File: config.mk
export PLATFORM = sky130hd
export DESIGN_NAME = lc3_mem_ctrl
export DESIGN_NICKNAME = d
export VERILOG_FILES = /design/src/rtl/lc3_mem_ctrl.sv
export SDC_FILE = /design/constraint.sdc
export NUM_CORES = 1
export LEC_CHECK = 0
export ABC_CLOCK_PERIOD_IN_PS = 6030
export CORE_AREA = 2 2 90 92
export DETAILED_ROUTE_END_ITERATION = 6
export DIE_AREA = 0 0 92 94
export PLACE_DENSITY = 0.72
export SETUP_SLACK_MARGIN = 0.05
export SLEW_MARGIN = 25
export SYNTH_ARGS = -nofsm -noshare
export SYNTH_HDL_FRONTEND = slang
export SYNTH_SLANG_ARGS = --single-unit
File: constraint.sdc
create_clock -name CLK -period 6.03 [get_ports CLK]
set_input_delay 1.5075 -clock CLK [delete_from_list [all_inputs] [get_ports CLK]]
set_output_delay 1.5075 -clock CLK [all_outputs]
set_load 0.02 [all_outputs]
File: src/rtl/lc3_mem_ctrl.sv
`timescale 1ns/1ps
// LC-3 memory access controller: owns MAR/MDR, sequences the single-port RAM
// and serves the KBSR/KBDR/DSR/DDR device registers on the I/O page.
module lc3_mem_ctrl #(
  parameter int unsigned TIMEOUT = 8,
  parameter logic [15:0] IO_BASE = 16'hFE00
) (
  input  logic        CLK,
  input  logic        RST,
  input  logic [15:0] BUS_IN,
  input  logic        MAR_LD,
  input  logic        MDR_LD,
  input  logic        MEM_EN,
  input  logic        RW,
  output logic [15:0] MDR_OUT,
  output logic        R,
  output logic        ERR,
  output logic [15:0] RAM_ADDR,
  output logic [15:0] RAM_DIN,
  output logic        RAM_CS,
  output logic        RAM_WE,
  input  logic [15:0] RAM_DOUT,
  input  logic        RAM_READY,
  input  logic [7:0]  KB_DATA,
  input  logic        KB_STROBE,
  output logic [7:0]  DISP_DATA,
  output logic        DISP_STROBE,
  input  logic        DISP_ACK
);

  localparam int unsigned DW    = 16;
  localparam int unsigned CW    = 8;
  localparam int unsigned CNT_W = $clog2(TIMEOUT + 1);

  localparam logic [DW-1:0] KBSR_A = IO_BASE;
  localparam logic [DW-1:0] KBDR_A = IO_BASE + 16'd2;
  localparam logic [DW-1:0] DSR_A  = IO_BASE + 16'd4;
  localparam logic [DW-1:0] DDR_A  = IO_BASE + 16'd6;

  typedef enum logic [2:0] {
    IDLE    = 3'd0,
    RD_REQ  = 3'd1,
    RD_WAIT = 3'd2,
    WR_REQ  = 3'd3,
    IO_RD   = 3'd4,
    IO_WR   = 3'd5,
    DONE    = 3'd6
  } state_t;

  state_t          state, state_n;
  logic [DW-1:0]   mar, mar_n;
  logic [DW-1:0]   mdr, mdr_n;
  logic [CNT_W-1:0] cnt, cnt_n;
  logic            kbrdy, kbrdy_n;
  logic [CW-1:0]   kb_reg, kb_reg_n;
  logic            drdy, drdy_n;
  logic [CW-1:0]   disp_data, disp_data_n;
  logic            err_n, dstb_n;
  logic            r_q, err_q, cs_q, we_q, dstb_q;
  logic            is_io;

  assign is_io = (mar >= IO_BASE);

  // State, datapath registers and registered handshake outputs
  always_ff @(posedge CLK or posedge RST) begin
    if (RST) begin
      state     <= IDLE;
      mar       <= '0;
      mdr       <= '0;
      cnt       <= '0;
      kbrdy     <= 1'b0;
      kb_reg    <= '0;
      drdy      <= 1'b1;
      disp_data <= '0;
      r_q       <= 1'b0;
      err_q     <= 1'b0;
      cs_q      <= 1'b0;
      we_q      <= 1'b0;
      dstb_q    <= 1'b0;
    end else begin
      state     <= state_n;
      mar       <= mar_n;
      mdr       <= mdr_n;
      cnt       <= cnt_n;
      kbrdy     <= kbrdy_n;
      kb_reg    <= kb_reg_n;
      drdy      <= drdy_n;
      disp_data <= disp_data_n;
      r_q       <= (state_n == DONE);
      err_q     <= err_n;
      cs_q      <= (state_n == RD_REQ) || (state_n == WR_REQ);
      we_q      <= (state_n == WR_REQ);
      dstb_q    <= dstb_n;
    end
  end

  // Next-state and register update logic
  always_comb begin
    state_n     = state;
    mar_n       = mar;
    mdr_n       = mdr;
    cnt_n       = cnt;
    kbrdy_n     = kbrdy;
    kb_reg_n    = kb_reg;
    drdy_n      = drdy;
    disp_data_n = disp_data;
    err_n       = 1'b0;
    dstb_n      = 1'b0;

    // Device-side events are accepted in any state; FSM actions below may override
    if (KB_STROBE) begin
      kb_reg_n = KB_DATA;
      kbrdy_n  = 1'b1;
    end
    if (DISP_ACK) begin
      drdy_n = 1'b1;
    end

    case (state)
      IDLE: begin
        if (MAR_LD) mar_n = BUS_IN;
        if (MDR_LD) mdr_n = BUS_IN;
        if (MEM_EN) begin
          if (RW) state_n = is_io ? IO_WR : WR_REQ;
          else    state_n = is_io ? IO_RD : RD_REQ;
        end
      end
      RD_REQ: begin
        cnt_n   = '0;
        state_n = RD_WAIT;
      end
      RD_WAIT: begin
        if (RAM_READY) begin
          mdr_n   = RAM_DOUT;
          state_n = DONE;
        end else if (cnt == CNT_W'(TIMEOUT - 1)) begin
          mdr_n   = '0;
          err_n   = 1'b1;
          state_n = DONE;
        end else begin
          cnt_n = cnt + CNT_W'(1);
        end
      end
      WR_REQ: begin
        state_n = DONE;
      end
      IO_RD: begin
        if (mar == KBSR_A) begin
          mdr_n = {kbrdy, 15'b0};
        end else if (mar == KBDR_A) begin
          mdr_n = {8'h00, kb_reg};
          // A strobe landing on this read keeps the fresh character flagged
          if (!KB_STROBE) kbrdy_n = 1'b0;
        end else if (mar == DSR_A) begin
          mdr_n = {drdy, 15'b0};
        end else begin
          mdr_n = '0;
        end
        state_n = DONE;
      end
      IO_WR: begin
        if ((mar == DDR_A) && drdy) begin
          disp_data_n = mdr[CW-1:0];
          dstb_n      = 1'b1;
          drdy_n      = 1'b0;
        end
        state_n = DONE;
      end
      DONE: begin
        if (!MEM_EN) state_n = IDLE;
      end
      default: begin
        state_n = IDLE;
      end
    endcase
  end

  assign MDR_OUT     = mdr;
  assign RAM_ADDR    = mar;
  assign RAM_DIN     = mdr;
  assign R           = r_q;
  assign ERR         = err_q;
  assign RAM_CS      = cs_q;
  assign RAM_WE      = we_q;
  assign DISP_DATA   = disp_data;
  assign DISP_STROBE = dstb_q;

endmodule

==> impl_metrics.ini <==
[sta]
max-slew-margin-rel_pct = 47.6
final.setup.tns_ps = 0
tightest_slew_ps = 786
fin_crit_ps = 3000
rsz0062_at_grt = false
setup_violations = 0
fin_ws_ps = 3030
fin_skew_ps = 9.53
min_period_over_period_pct = 49.8
hold_viol_final = 0
fmax_mhz = 333
slew_violations = 0

[cts]
hold_buffers = 0
cts_buffers = 9
cts_tree = yes
htree_levels = 3
cts.reportedPaths.clkPinSlew_ps = 60
clk-insertion-delay-late_ps = 340
cts.sinks = 62
postCtsSetupRepairBufs = 0
clockRootBuffer = clkbuf_8
cts_resized = 0
clk_path_buf_depth = 2

[power_and_ir_drop]
p_leak_nw = 1.74
ir_drop_v = 0.000154
power.density_nw_per_um2 = 493
finalPower_mw = 2.07

[layout]
areaGrowthSynthToFinish_pct = 40.8
fin_cells = 458
fill_cells = 657
drive_gt1_share_pct = 17.4
postLayoutCoreUtil_pct = 55.2
n_antenna_cell = 0
nNetsFinal = 402

[grt]
grt_busiest_layer = met2
antenna_found_initial = 0
grt_pass1_wl_mm = 12.0
grtUsageMet2_pct = 28.2
use_met3_pct = 4.57
grt_max_degree = 63
met1_usage_pct = 24.2
grt_usage_pct = 17.9
grt_pass1_vias = 2292
gr-total-overflow = 0

[yosys]
seq_area_frac_synth_pct = 52.1
ys_top_cells_by_area = dfrtp_1, mux2_2, buf_4, a221oi_2, nor3_1
synthFlopType = dfrtp_1
synth-edff-count = 0
syn-instance-count = 259
syn_area_per_cell_um2 = 11.5
yosysTopAreaCell = dfrtp_1
syn-num-nets = 309
async_reset_ff_share_pct = 100
syn-cell-area_um2 = 2980
yosysTopAreaCellShare_pct = 51.2
ys_ff_latch = 62
synthDistinctLibCells = 46
ys_warn_count = 0

[critical_path]
critPathKind = primary input to register
crit_arrival_ps = 3220
endpoint_kind = register
cp-start-kind = primary input
critPathRequiredTime_ps = 6240
path_max_fanout = 32

[routing]
drc = 0
vias = 2346
routed_via_density = 5.12
final_antenna_net_count = 0
wire_per_inst_um = 15.9
first_iter_violations = 81
dr.pass1.iters = 4
wl_mm = 7.27

[die]
die_y_um = 94
rows = 32
dieArea_um2 = 8650
core_um2 = 7610
die_w_um = 92
num_io_pins = 110
start_util_pct = 39.2

[place]
port_buffers = 109
gp_congestion = 0.830
dp_cells = 443
hpwl_mm = 5.37
dp_slack_ps = 2690

[run]
drv_cap = 0

[hold_path]
min_path_type = register to register

[status]
status = completed
==> layout make-up <==
cell class | instances | area [um^2] | area share [%]
Clock inverter | 1 | 5.00 | 0.119
Sequential cell | 62 | 1550 | 37.0
Multi-Input combinational cell | 155 | 1190 | 28.5
Clock buffer | 14 | 163 | 3.87
Timing Repair Buffer | 111 | 1110 | 26.3
Inverter | 13 | 48.8 | 1.16
Tap cell | 102 | 128 | 3.04
==> report_power, final <==
part	leakage (nW)	internal (mW)	total [mW]	switching (mW)
clock network	0.0865	0.169	0.320	0.151
registers	0.768	0.556	0.713	0.157
logic	0.882	0.515	1.04	0.522
total	1.74	1.24	2.07	0.830
==> placed cells by master, fill, tap and decap left out, types with 7 or more instances in the layout <==
master and instances:
a21oi_1 11, a221oi_2 7, a22oi_1 7, clkbuf_8 11, clkdlybuf4s50_1 109, dfrtp_1 61, inv_1 12, mux2_2 32
nand2_1 12, nand3_1 10, nor2_1 7, nor3_1 13, o21ai_0 11
==> metrics by stage <==
stage	hold WS [ps]	area, um^2
3_3_place_gp	463	4030
5_1_grt	505	4200
3_5_place_dp	472	4030
2_1_floorplan	449	2980
6_report	481	4200
4_1_cts	485	4200
==> worst max-delay path: stages <==
cell             delay, ps
clkdlybuf4s50_1        630
inv_1                  150
a311o_1                330
buf_4                  240
a221oi_1               240
a21oi_1                100
==> kinds of logic after synthesis <==
kind of cell | after synthesis | synth area share [%]
AO/OA/AOI/OAI | 50 | 13.1
XOR/XNOR | 2 | 0.588
adder cells (fa/ha/maj) | 1 | 0.420
buffers and inverters | 42 | 7.85
flip-flops | 62 | 52.1
multiplexers | 33 | 12.4
AND/OR/NAND/NOR | 69 | 13.6
==> layer usage <==
metal  vias up  share of wire, %
met5         -                 0
li1       1120                 -
met3        11               5.7
met1      1136                45
met4         0               1.3
met2        79                47
==> final timing paths <==
| check | slack, ps | from | to | depth (start not counted) |
|---|---|---|---|---|
| max | 3030 | RAM_READY | MDR_OUT[7] | 6 |
| min | 480 | kbrdy | kbrdy | 1 |
| max reg2reg | 3950 | state[1] | RAM_ADDR[11] | 3 |
| min reg2reg | 480 | kbrdy | kbrdy | 1 |
| max in group asynchronous | 3780 | RST | MDR_OUT[15] | 3 |
| min in group asynchronous | 1710 | RST | MDR_OUT[11] | 3 |
==> cell usage after synthesis (all sizes together) (2+ instances only) <==
library cell and instances:
and4b 2, and2 3, a311o 2, a21oi 11, nor3 14, a22oi 7, nand2 12, inv 13
a22o 2, xnor2 2, nand3 11, clkbuf 5, nor4 3, nand4 3, nor2 9, a21o 3
buf 24, a221oi 9, dfrtp 61, and4 2, o21ai 11, and3 2, mux2 32
(Power assumes the default switching activity.)
